--- src/rtl/booth_mult_seq_pkg.sv ---
// Shared encodings and helpers for the sequential radix-4 Booth multiplier.
package booth_mult_seq_pkg;

  localparam int unsigned DEF_WIDTH = 32;
  localparam int unsigned DEF_STEPS = DEF_WIDTH / 2;

  // Iteration counter width; never narrower than one bit.
  function automatic int unsigned cnt_width(input int unsigned steps);
    return (steps > 1) ? $clog2(steps) : 1;
  endfunction

  localparam int unsigned DEF_CNT_W = cnt_width(DEF_STEPS);

  localparam logic [1:0] IDLE = 2'd0;
  localparam logic [1:0] RUN  = 2'd1;
  localparam logic [1:0] DONE = 2'd2;

  typedef enum logic [2:0] {
    SEL_ZERO = 3'd0,
    SEL_POS1 = 3'd1,
    SEL_POS2 = 3'd2,
    SEL_NEG1 = 3'd3,
    SEL_NEG2 = 3'd4
  } booth_sel_e;

  // Radix-4 recoding of the {L[1], L[0], q} window.
  function automatic booth_sel_e booth_sel(input logic [2:0] window);
    booth_sel_e sel;
    case (window)
      3'b001, 3'b010: sel = SEL_POS1;
      3'b011:         sel = SEL_POS2;
      3'b100:         sel = SEL_NEG2;
      3'b101, 3'b110: sel = SEL_NEG1;
      default:        sel = SEL_ZERO;
    endcase
    return sel;
  endfunction

endpackage

--- src/rtl/booth_recode_4.sv ---
// Radix-4 Booth recoder: sign-extended addend magnitude plus the negate/carry-in bit.
module booth_recode_4
  import booth_mult_seq_pkg::*;
#(
  parameter int unsigned WIDTH = 32
) (
  input  logic [2:0]       window,
  input  logic [WIDTH-1:0] mcand,
  output logic [WIDTH+1:0] addend_c,
  output logic             cin_c
);

  booth_sel_e sel;

  assign sel = booth_sel(window);

  // Negative selections reuse the positive magnitude; the caller inverts when cin_c is set.
  always_comb begin
    addend_c = '0;
    cin_c    = 1'b0;
    case (sel)
      SEL_POS1: addend_c = {{2{mcand[WIDTH-1]}}, mcand};
      SEL_POS2: addend_c = {mcand[WIDTH-1], mcand, 1'b0};
      SEL_NEG1: begin
        addend_c = {{2{mcand[WIDTH-1]}}, mcand};
        cin_c    = 1'b1;
      end
      SEL_NEG2: begin
        addend_c = {mcand[WIDTH-1], mcand, 1'b0};
        cin_c    = 1'b1;
      end
      default: begin
        addend_c = '0;
        cin_c    = 1'b0;
      end
    endcase
  end

endmodule

--- src/rtl/booth_mult_seq.sv ---
// Sequential radix-4 Booth signed multiplier: low WIDTH product bits, overflow flag, ready pulse.
module booth_mult_seq
  import booth_mult_seq_pkg::*;
#(
  parameter int unsigned WIDTH = 32
) (
  input  logic             clock,
  input  logic             reset,
  input  logic             ctrl_MULT,
  input  logic [WIDTH-1:0] data_operandA,
  input  logic [WIDTH-1:0] data_operandB,
  output logic [WIDTH-1:0] data_result,
  output logic             data_exception,
  output logic             data_resultRDY
);

  localparam int unsigned STEPS = WIDTH / 2;
  localparam int unsigned CNT_W = cnt_width(STEPS);
  localparam int unsigned AW    = WIDTH + 2;
  localparam logic [CNT_W-1:0] LAST_CNT = CNT_W'(STEPS - 1);

  logic [1:0]       state_q, state_d;
  logic [CNT_W-1:0] cnt_q, cnt_d;
  logic [AW-1:0]    u_q, u_d;
  logic [WIDTH-1:0] l_q, l_d;
  logic             q_q, q_d;
  logic [WIDTH-1:0] mcand_q, mcand_d;
  logic [WIDTH-1:0] res_q, res_d;
  logic             exc_q, exc_d;
  logic             rdy_q, rdy_d;

  logic [AW-1:0]    addend;
  logic             acc_cin;
  logic [AW-1:0]    cla_a, cla_b, cla_g, cla_p, cla_sum;
  logic [AW-1:0]    u_nx;
  logic [WIDTH-1:0] l_nx;
  logic [WIDTH:0]   top_bits;
  logic             ovf;
  logic             start;

  booth_recode_4 #(.WIDTH(WIDTH)) u_recode (
    .window   ({l_q[1], l_q[0], q_q}),
    .mcand    (mcand_q),
    .addend_c (addend),
    .cin_c    (acc_cin)
  );

  // Carry-lookahead accumulate: U + (addend or its inverse) + carry-in, carry-out dropped.
  always_comb begin : cla_acc
    logic carry;
    cla_a   = u_q;
    cla_b   = addend ^ {AW{acc_cin}};
    cla_g   = cla_a & cla_b;
    cla_p   = cla_a ^ cla_b;
    cla_sum = '0;
    carry   = acc_cin;
    for (int i = 0; i < int'(AW); i++) begin
      cla_sum[i] = cla_p[i] ^ carry;
      carry      = cla_g[i] | (cla_p[i] & carry);
    end
  end

  // Arithmetic shift right by two of {U_new, L, q}; q picks up the old L[1].
  assign u_nx     = {{2{cla_sum[AW-1]}}, cla_sum[AW-1:2]};
  assign l_nx     = {cla_sum[1:0], l_q[WIDTH-1:2]};
  assign top_bits = {u_nx[WIDTH-1:0], l_nx[WIDTH-1]};
  assign ovf      = !((&top_bits) || !(|top_bits));

  assign start = ctrl_MULT && ((state_q == IDLE) || (state_q == RUN) || (state_q == DONE));

  always_comb begin : next_state
    state_d = state_q;
    cnt_d   = cnt_q;
    u_d     = u_q;
    l_d     = l_q;
    q_d     = q_q;
    mcand_d = mcand_q;
    res_d   = res_q;
    exc_d   = exc_q;
    rdy_d   = 1'b0;

    case (state_q)
      IDLE: if (ctrl_MULT) state_d = RUN;
      RUN: begin
        if (!ctrl_MULT) begin
          u_d   = u_nx;
          l_d   = l_nx;
          q_d   = l_q[1];
          cnt_d = cnt_q + CNT_W'(1);
          if (cnt_q == LAST_CNT) begin
            state_d = DONE;
            rdy_d   = 1'b1;
            res_d   = l_nx;
            exc_d   = ovf;
          end
        end
      end
      DONE:    state_d = ctrl_MULT ? RUN : IDLE;
      default: state_d = IDLE;
    endcase

    // A start in any legal state (re)loads the operands; results are left untouched.
    if (start) begin
      state_d = RUN;
      u_d     = '0;
      l_d     = data_operandB;
      q_d     = 1'b0;
      mcand_d = data_operandA;
      cnt_d   = '0;
    end
  end

  always_ff @(posedge clock) begin
    if (reset) begin
      state_q <= IDLE;
      cnt_q   <= '0;
      u_q     <= '0;
      l_q     <= '0;
      q_q     <= 1'b0;
      mcand_q <= '0;
      res_q   <= '0;
      exc_q   <= 1'b0;
      rdy_q   <= 1'b0;
    end else begin
      state_q <= state_d;
      cnt_q   <= cnt_d;
      u_q     <= u_d;
      l_q     <= l_d;
      q_q     <= q_d;
      mcand_q <= mcand_d;
      res_q   <= res_d;
      exc_q   <= exc_d;
      rdy_q   <= rdy_d;
    end
  end

  assign data_result    = res_q;
  assign data_exception = exc_q;
  assign data_resultRDY = rdy_q;

endmodule

--- config.mk ---
export PLATFORM = sky130hd
export DESIGN_NAME = booth_mult_seq
export DESIGN_NICKNAME = d
export VERILOG_FILES = /design/src/rtl/booth_mult_seq_pkg.sv /design/src/rtl/booth_recode_4.sv /design/src/rtl/booth_mult_seq.sv
export SDC_FILE = /design/constraint.sdc
export NUM_CORES = 1
export LEC_CHECK = 0
export ABC_AREA = 1
export BUFFER_PORTS_ARGS = -buffer_cell sky130_fd_sc_hd__buf_2
export CAP_MARGIN = 20
export CORE_MARGIN = 5
export CORE_UTILIZATION = 60
export DETAILED_ROUTE_END_ITERATION = 7
export GPL_TIMING_DRIVEN = 0
export HOLD_SLACK_MARGIN = 0.1
export MAX_ROUTING_LAYER = met4
export PLACE_DENSITY = 0.83
export SLEW_MARGIN = 20
export SYNTH_ARGS = -nofsm -noshare
export SYNTH_HDL_FRONTEND = slang
export SYNTH_HIERARCHICAL = 1
export SYNTH_SLANG_ARGS = --single-unit
--- constraint.sdc ---
create_clock -name clock -period 31.8 [get_ports clock]
set_input_delay 6.36 -clock clock [delete_from_list [all_inputs] [get_ports clock]]
set_output_delay 6.36 -clock clock [all_outputs]
set_load 0.02 [all_outputs]
* Yosys cells after proc, flatten, opt, wreduce, memory -nomap -nowiden
Cells that the tools add are included.
** Word-level totals
- Input port bits :: 67
- Output and inout port bits :: 34
- Logic and storage cells :: 171
- Bits in registers :: 137
** Operators by class
- Bitwise gates (word level) :: 105
- Equal/unequal tests :: 20
- Multiplexer cells :: 13
- Reductions and logical operators :: 22
- Add/subtract/negate cells :: 1
** Operators with widths (count)
- $mux 32 :: 3
- $pmux 34 s2 :: 1
- $xor 34x34->34 :: 2
- $xor 1x1->1 :: 34
- $and 1x1->1 :: 33
- $and 33x33->33 :: 1
- $or 1x1->1 :: 33
- $reduce_and 33->1 :: 1
- $reduce_or 33->1 :: 1
- $eq 3x2->1 const B :: 4
- $eq 3x3->1 const B :: 4
- $pmux 3 s4 :: 1
- $reduce_or 2->1 :: 6
- $reduce_and 3->1 :: 3
- $eq 3x1->1 const B :: 2
- $mux 2 :: 3
- $ne 3x3->1 const B :: 2
- $pmux 2 s3 :: 1
- $add 4x1->4 const B :: 1
- $eq 4x4->1 const B :: 1
- $mux 1 :: 4
- $ne 2x1->1 const B :: 2
- $ne 2x2->1 const B :: 2
- $reduce_and 2->1 :: 2
- 10 further kinds :: 14

* Logic depth before layout (Yosys ltp)
- Depth after elaboration :: 79
- Depth in mapped cells :: 49
- Gate-level depth less buffers :: 48

* Cells and area by module
The synthesis kept the hierarchy.
** By module, submodules not included
- booth_mult_seq :: cells each 787, area each 6308.6 um2, sequential area each 2742.6 um2, times used 1
- booth_recode_4 :: cells each 114, area each 509.2 um2, sequential area each 0.0 um2, times used 1

* Worst setup path after synthesis
Ideal clock, no wire load.
- Path type :: flip-flop to flip-flop
- Start point :: register l_q[0]
- End point :: register exc_q, in the netlist data_exception
- Setup time :: 133 ps
- Arrival time :: 13550 ps
- Cell stages (with the launch flop) :: 48
- Path slack :: 18117 ps
- Path buffers :: 2
- Required time :: 31667 ps
- Clock period less this slack :: 13683 ps
- Path through :: dfxtp_1 -> nand2_1 -> inv_2 -> nor2_1 -> clkbuf_1 -> buf_2 -> xor2_1 -> fa_1 -> fa_1 -> fa_1 -> fa_1 -> fa_1 -> fa_1 -> fa_1 -> fa_1 -> fa_1 -> fa_1 -> fa_1 -> [12 not listed] -> fa_1 -> fa_1 -> fa_1 -> fa_1 -> fa_1 -> fa_1 -> inv_1 -> fa_1 -> fa_1 -> fa_1 -> inv_1 -> nand2_1 -> nor2_1 -> nand2_1 -> nor2_1 -> nand3_1 -> nand3_1 -> a21oi_1
** On the way
- Longest elaborated chain between the ends :: 79
- Elaborated cells on any way between the ends :: 125
- Those cells by class :: 10 x eq/ne; 3 x mux; 102 x bitwise; 10 x reduce/logical
** RTL lines
- from (decl) :: RTL line booth_mult_seq.sv:25 : logic [WIDTH-1:0] l_q, l_d;
- from (signal assigned) :: RTL line booth_mult_seq.sv:128 : l_q <= l_d;
- $eq 3x3->1, or another cell as far along :: RTL line booth_mult_seq_pkg.sv:29 : case (window)
- $reduce_or 2->1 :: RTL line booth_mult_seq_pkg.sv:29
- $pmux 3 s4 (*) :: RTL line booth_mult_seq_pkg.sv:29
- $eq 3x2->1 or $eq 3x3->1 (tied branches) :: RTL line booth_recode_4.sv:21 : case (sel)
- $reduce_or 2->1 (no line) (*)
- $mux 1 (*) :: RTL line booth_recode_4.sv:21
- net acc_cin :: RTL line booth_mult_seq.sv:33 : logic acc_cin;
- $xor 34x34->34 :: RTL line booth_mult_seq.sv:52 : cla_b = addend ^ {AW{acc_cin}};
- [64 not listed]
- $or 1x1->1 :: RTL line booth_mult_seq.sv:59 : carry = cla_g[i] | (cla_p[i] & carry);
- $and 1x1->1 :: RTL line booth_mult_seq.sv:59
- $or 1x1->1 :: RTL line booth_mult_seq.sv:59
- $xor 1x1->1 :: RTL line booth_mult_seq.sv:58 : cla_sum[i] = cla_p[i] ^ carry;
- $reduce_or 33->1 :: RTL line booth_mult_seq.sv:67 : assign ovf = !((&top_bits) || !(|top_bits));
- $logic_not 1->1 :: RTL line booth_mult_seq.sv:67
- $logic_or 1x1->1 (*) :: RTL line booth_mult_seq.sv:67
- $logic_not 1->1 (*) :: RTL line booth_mult_seq.sv:67
- to (signal assigned) :: RTL line booth_mult_seq.sv:122 : exc_q <= 1'b0;
- to (signal assigned) :: RTL line booth_mult_seq.sv:132 : exc_q <= exc_d;
- to (decl) :: RTL line booth_mult_seq.sv:29 : logic exc_q, exc_d;
The timed path passes the listed nets; every way through them passes the cells marked *.
A chain may end at the register's enable or synchronous reset.

* Final worst setup path
- Start point :: register q_q
- End point :: register exc_q, in the netlist data_exception
** On the way
- Longest elaborated chain between the ends :: 79
- Elaborated cells on any way between the ends :: 125
- Those cells by class :: 10 x eq/ne; 3 x mux; 102 x bitwise; 10 x reduce/logical
** RTL lines
- from (decl) :: RTL line booth_mult_seq.sv:26 : logic q_q, q_d;
- from (signal assigned) :: RTL line booth_mult_seq.sv:129 : q_q <= q_d;
- $eq 3x3->1, or another cell as far along :: RTL line booth_mult_seq_pkg.sv:29
- $reduce_or 2->1 :: RTL line booth_mult_seq_pkg.sv:29
- $pmux 3 s4 (*) :: RTL line booth_mult_seq_pkg.sv:29
- $eq 3x2->1 or $eq 3x3->1 (tied branches) :: RTL line booth_recode_4.sv:21
- $reduce_or 2->1 (no line) (*)
- $mux 1 (*) :: RTL line booth_recode_4.sv:21
- net acc_cin :: RTL line booth_mult_seq.sv:33
- $xor 34x34->34 :: RTL line booth_mult_seq.sv:52
- [64 not listed]
- $or 1x1->1 :: RTL line booth_mult_seq.sv:59
- $and 1x1->1 :: RTL line booth_mult_seq.sv:59
- $or 1x1->1 :: RTL line booth_mult_seq.sv:59
- $xor 1x1->1 :: RTL line booth_mult_seq.sv:58
- $reduce_or 33->1 :: RTL line booth_mult_seq.sv:67
- $logic_not 1->1 :: RTL line booth_mult_seq.sv:67
- $logic_or 1x1->1 (*) :: RTL line booth_mult_seq.sv:67
- $logic_not 1->1 (*) :: RTL line booth_mult_seq.sv:67
Marked as above.

==> results.md <==
- The run finished with clean final reports.
- The classification of the worst setup path is reg -> reg.
- After technology mapping, the gate count stands at 901.
- The Yosys warning count is 6.
- In this run the core area contains 39 standard-cell rows.
- After clock tree synthesis, the clock-pin slew on the worst setup and hold paths is 0.06 ns.
- Counting flops with a built-in enable in the synthesized netlist gives 0.
- The average routed wire per standard cell is 15.25 um.
- The total of cells resized after clock tree synthesis is 0.
- The top achievable clock speed is 0.06705 GHz.
- For this design, the slowest cell found on the critical path is sky130_fd_sc_hd__fa_1.
- The residual DRC count is 0.
- The commonest cells after synthesis are sky130_fd_sc_hd__nand2_1, sky130_fd_sc_hd__dfxtp_1, sky130_fd_sc_hd__o21ai_0, sky130_fd_sc_hd__a21oi_1, sky130_fd_sc_hd__nor2_1.
- Of the available clock period, the critical path in the final layout requires 0.4690.
- For this run the aggregate overflow at the end of global routing stands at 0.
- CTS placed an instance of sky130_fd_sc_hd__clkbuf_16 at the clock tree root.
- sky130_fd_sc_hd__nand2_1 is the most common cell in the netlist.
- The count of clock tree sinks is 137.
- In this run the most critical hold path is launched from l_q[5].
- Across all hold checks on the routed design, the worst slack comes to 0.4667 ns.
- The die is 116.6 um tall.
- The top fanout value on the critical path is 10.
- The first-pass GRT wire length is ~29000 um.
- The weighted congestion reported at the end of routability-driven placement is 0.9344.
- The horizontal die dimension is 116.6 um.
- The first routing iteration left between 400 and 500 violations.
- The register-to-register setup slack is 16.89 ns.
- On the worst path, the slowest cell contributes a delay of 0.46 ns.
- Measured on the finished design, the core utilization comes to 0.7152.
- Setup repair after global routing left no endpoint under its margin.
- The number of buffers added by the clock tree synthesis step is 17.
- The highest metal layer used by the detailed router is met4.
- The count of hold buffers inserted by post-cts repair is 0.
- Post-CTS timing repair inserted 0 buffers for setup.
- The repair_antennas step left the layout with diodes totalling 0.
- OpenSTA, run right after detailed placement, puts the worst setup slack at 17.14 ns.
- Of the total synthesized cell area, the portion taken by full adders, half adders and majority gates is 0.09580.
- The area of the die is 13590 sq um.
- The kind of end point of the critical path is a register.
- The share of synthesized area in the top cell type comes to 0.4023.
- The count of nets left with antenna violations once routing finished came out at 0.
- Synthesis produced a netlist with a net count of 1001.
- The final net count is 1120.
- The detailed router put a total of 7724 um of wire on met1.
- The nature of the critical path startpoint is a register.
- Counting stages on the worst path, the most repeated cell is sky130_fd_sc_hd__fa_1.
- The clock passes through at most 2 buffers.
- TritonCTS built the clock tree.
- The post-synthesis async set-or-reset flop share is 0.
- The fraction of synthesized area in multiplexers is 0.
- The post-route total power is 445.3 uW.
- After routing, the total negative slack on setup checks comes to 0 ns.
- The clock insertion delay at the later pin of the skew report is 0.42 ns.
- The instance area after placement is 7497 sq um.
- Of the total synthesized cell area, the portion taken by XOR and XNOR cells is 0.04496.
- STA puts the critical path data arrival time at approximately 15 ns.
- Setup violations remaining at the end of the flow were counted as 0.
- The main combinational cell family by area after synthesis is compound AO/OA/AOI/OAI gates.
- The clock skew is 0.005866 ns.
- The routed design uses 1333 um of met3 wire.
- The number of slew-limit violations in the final report is 0.
- The post-synthesis area per instance is 7.567 sq um.
- The total non-filler cell area in the finished layout is 8061 sq um.
- The number of synthesized register bits is around 140.
- The via count of the first global-routing pass came to about 6.1k.
- The total detailed-routing wirelength is approximately 18000 um.
- The layout cell share with drive strength beyond 1 is 0.1723.
- The worst register-to-register path begins at q_q.
- The worst IR drop on VDD is 0.04079 mV.
- The pre-antenna-repair detailed-routing pass consisted of 6 iterations.
- The number of buffer cells added on primary ports is 100.
- The final worst slack is approximately 17 ns.
- The floorplan step defined a core boundary enclosing 11270 sq um.
- For this design the top-level I/O count stands at about 100.
- The worst register-to-register path ends at data_exception.
- The worst register-to-register path has a depth of 47.
- Measured against its own limit, the worst slew margin works out to 0.5852.
- Sorting the synthesized cells by area gives the leading types as sky130_fd_sc_hd__dfxtp_1, sky130_fd_sc_hd__nand2_1, sky130_fd_sc_hd__fa_1.
- From synthesis to final layout, the design area changed by 18.24%.
- The worst-case hold path end point is data_result[3].
- The half-perimeter wire length after detailed placement is 12640 um.
- At the pin with the least slew margin, the transition time is 0.6209 ns.
- The count of H-tree levels built during CTS is 4.
- Of the total synthesized cell area, the portion taken by AND, OR, NAND and NOR gates is 0.1855.
- Including well taps, the total number of placed cells is 1144.
- The final instance count without filler cells is 1176.
- The overall fraction of global-route tracks in use is 0.2810.
- The number of distinct standard cells referenced by the synthesized netlist is 27.
- The library cell with the largest summed area after synthesis is sky130_fd_sc_hd__dfxtp_1.
- The critical path data required time is 32.09 ns.
- The share of the Yosys chip area taken by registers is 0.4023.
- The total via count in the routed design is 6474.
- The number of failing hold endpoints at the final stage is 0.
- The class of the most critical hold timing path is reg -> reg.
- The mapped netlist covers a little under 7000 sq um.
- The routed design could run at a clock period as short as between 10 and 15 ns.
- The per-cell via count in the routed design is 5.505.
- Entering global routing, the biggest net connects 17 pins.
- In this run the power density over the cells is roughly 55 nW/um^2.
- The area fraction in compound gates after synthesis is 0.1916.
- The reported max-cap violation count is 0.
- Among all flip-flop cells after synthesis, the most frequent one is sky130_fd_sc_hd__dfxtp_1.
- The initial antenna violation count came to 0.
- The starting utilization of the core area is 0.6048.
- The cell depth of the worst hold path is 2.
- The detailed route wirelength on metal2 is 8428 um.
- The static leakage is approximately 3.8 nW.
state kept, by name, indices dropped and copies added, names as in the netlist:
register and count:
data_resultRDY 1, cnt_q 4, q_q 1, state_q 2
cla_a 32, data_exception 1, l_q 32, data_result 32
mcand_q 32
routing by layer:
metal	global-route usage	vias to the layer above
met1	0.3639	2993
met2	0.4386	279
met4	0.1086	0
met3	0.05285	53
met5	-	-
li1	-	3149
cells by family after synthesis:
| kind of cell | after synthesis |
|---|---|
| and+or+nand+nor | 316 |
| AOI/OAI and AO/OA | 252 |
| DFF | 137 |
| buffers and inverters | 128 |
| xor gates and xnor gates | 35 |
| adders and majority gates | 33 |
worst max-delay path, delay by kind of cell, from the launching register on:
kind / cells / cell delay, ns
AO/OA/AOI/OAI: 1 / 0.09
XOR/XNOR: 1 / 0.16
adder cells (fa/ha/maj): 32 / 12.43
buffers and inverters: 5 / 0.90
flip-flops: 1 / 0.36
AND/OR/NAND/NOR: 8 / 0.82
worst max path at each step:
stage	startpoint	endpoint	cells past startpoint
3_3_place_gp	l_q[0]	data_exception	47
6_report	q_q	data_exception	47
2_1_floorplan	l_q[0]	data_exception	47
5_1_grt	l_q[1]	data_exception	46
4_1_cts	l_q[1]	data_exception	46
3_5_place_dp	q_q	data_exception	47
final cells by class:
cell class	count	area, sq um
Sequential cell	137	2743
Fill cell	893	3211
Timing Repair Buffer	100	500.5
Clock buffer	18	429.2
Multi-Input combinational cell	636	3531
Clock inverter	14	135.1
Buffer	60	289.0
Tap cell	143	178.9
Inverter	68	255.2
layout by cell type (no fill, tap or decap), types with 3 or more instances in the layout:
cell / n
sky130_fd_sc_hd__clkbuf_1: 33
sky130_fd_sc_hd__a21oi_1: 108
sky130_fd_sc_hd__xnor2_1: 4
sky130_fd_sc_hd__xor2_1: 31
sky130_fd_sc_hd__inv_1: 64
sky130_fd_sc_hd__dfxtp_1: 137
sky130_fd_sc_hd__inv_2: 4
sky130_fd_sc_hd__buf_2: 115
sky130_fd_sc_hd__nand2_1: 204
sky130_fd_sc_hd__clkbuf_16: 17
sky130_fd_sc_hd__clkinvlp_4: 3
sky130_fd_sc_hd__inv_6: 6
sky130_fd_sc_hd__fa_1: 32
sky130_fd_sc_hd__a21oi_2: 10
sky130_fd_sc_hd__o21ai_0: 121
sky130_fd_sc_hd__nor2_1: 67
sky130_fd_sc_hd__nand3_1: 35
sky130_fd_sc_hd__o21ai_1: 11
sky130_fd_sc_hd__buf_4: 10
power breakdown:
group | internal, mW | switching [mW]
logic | 0.0251 | 0.0443
clock network | 0.109 | 0.0823
registers | 0.179 | 0.00511
(Power assumes the default switching activity.)
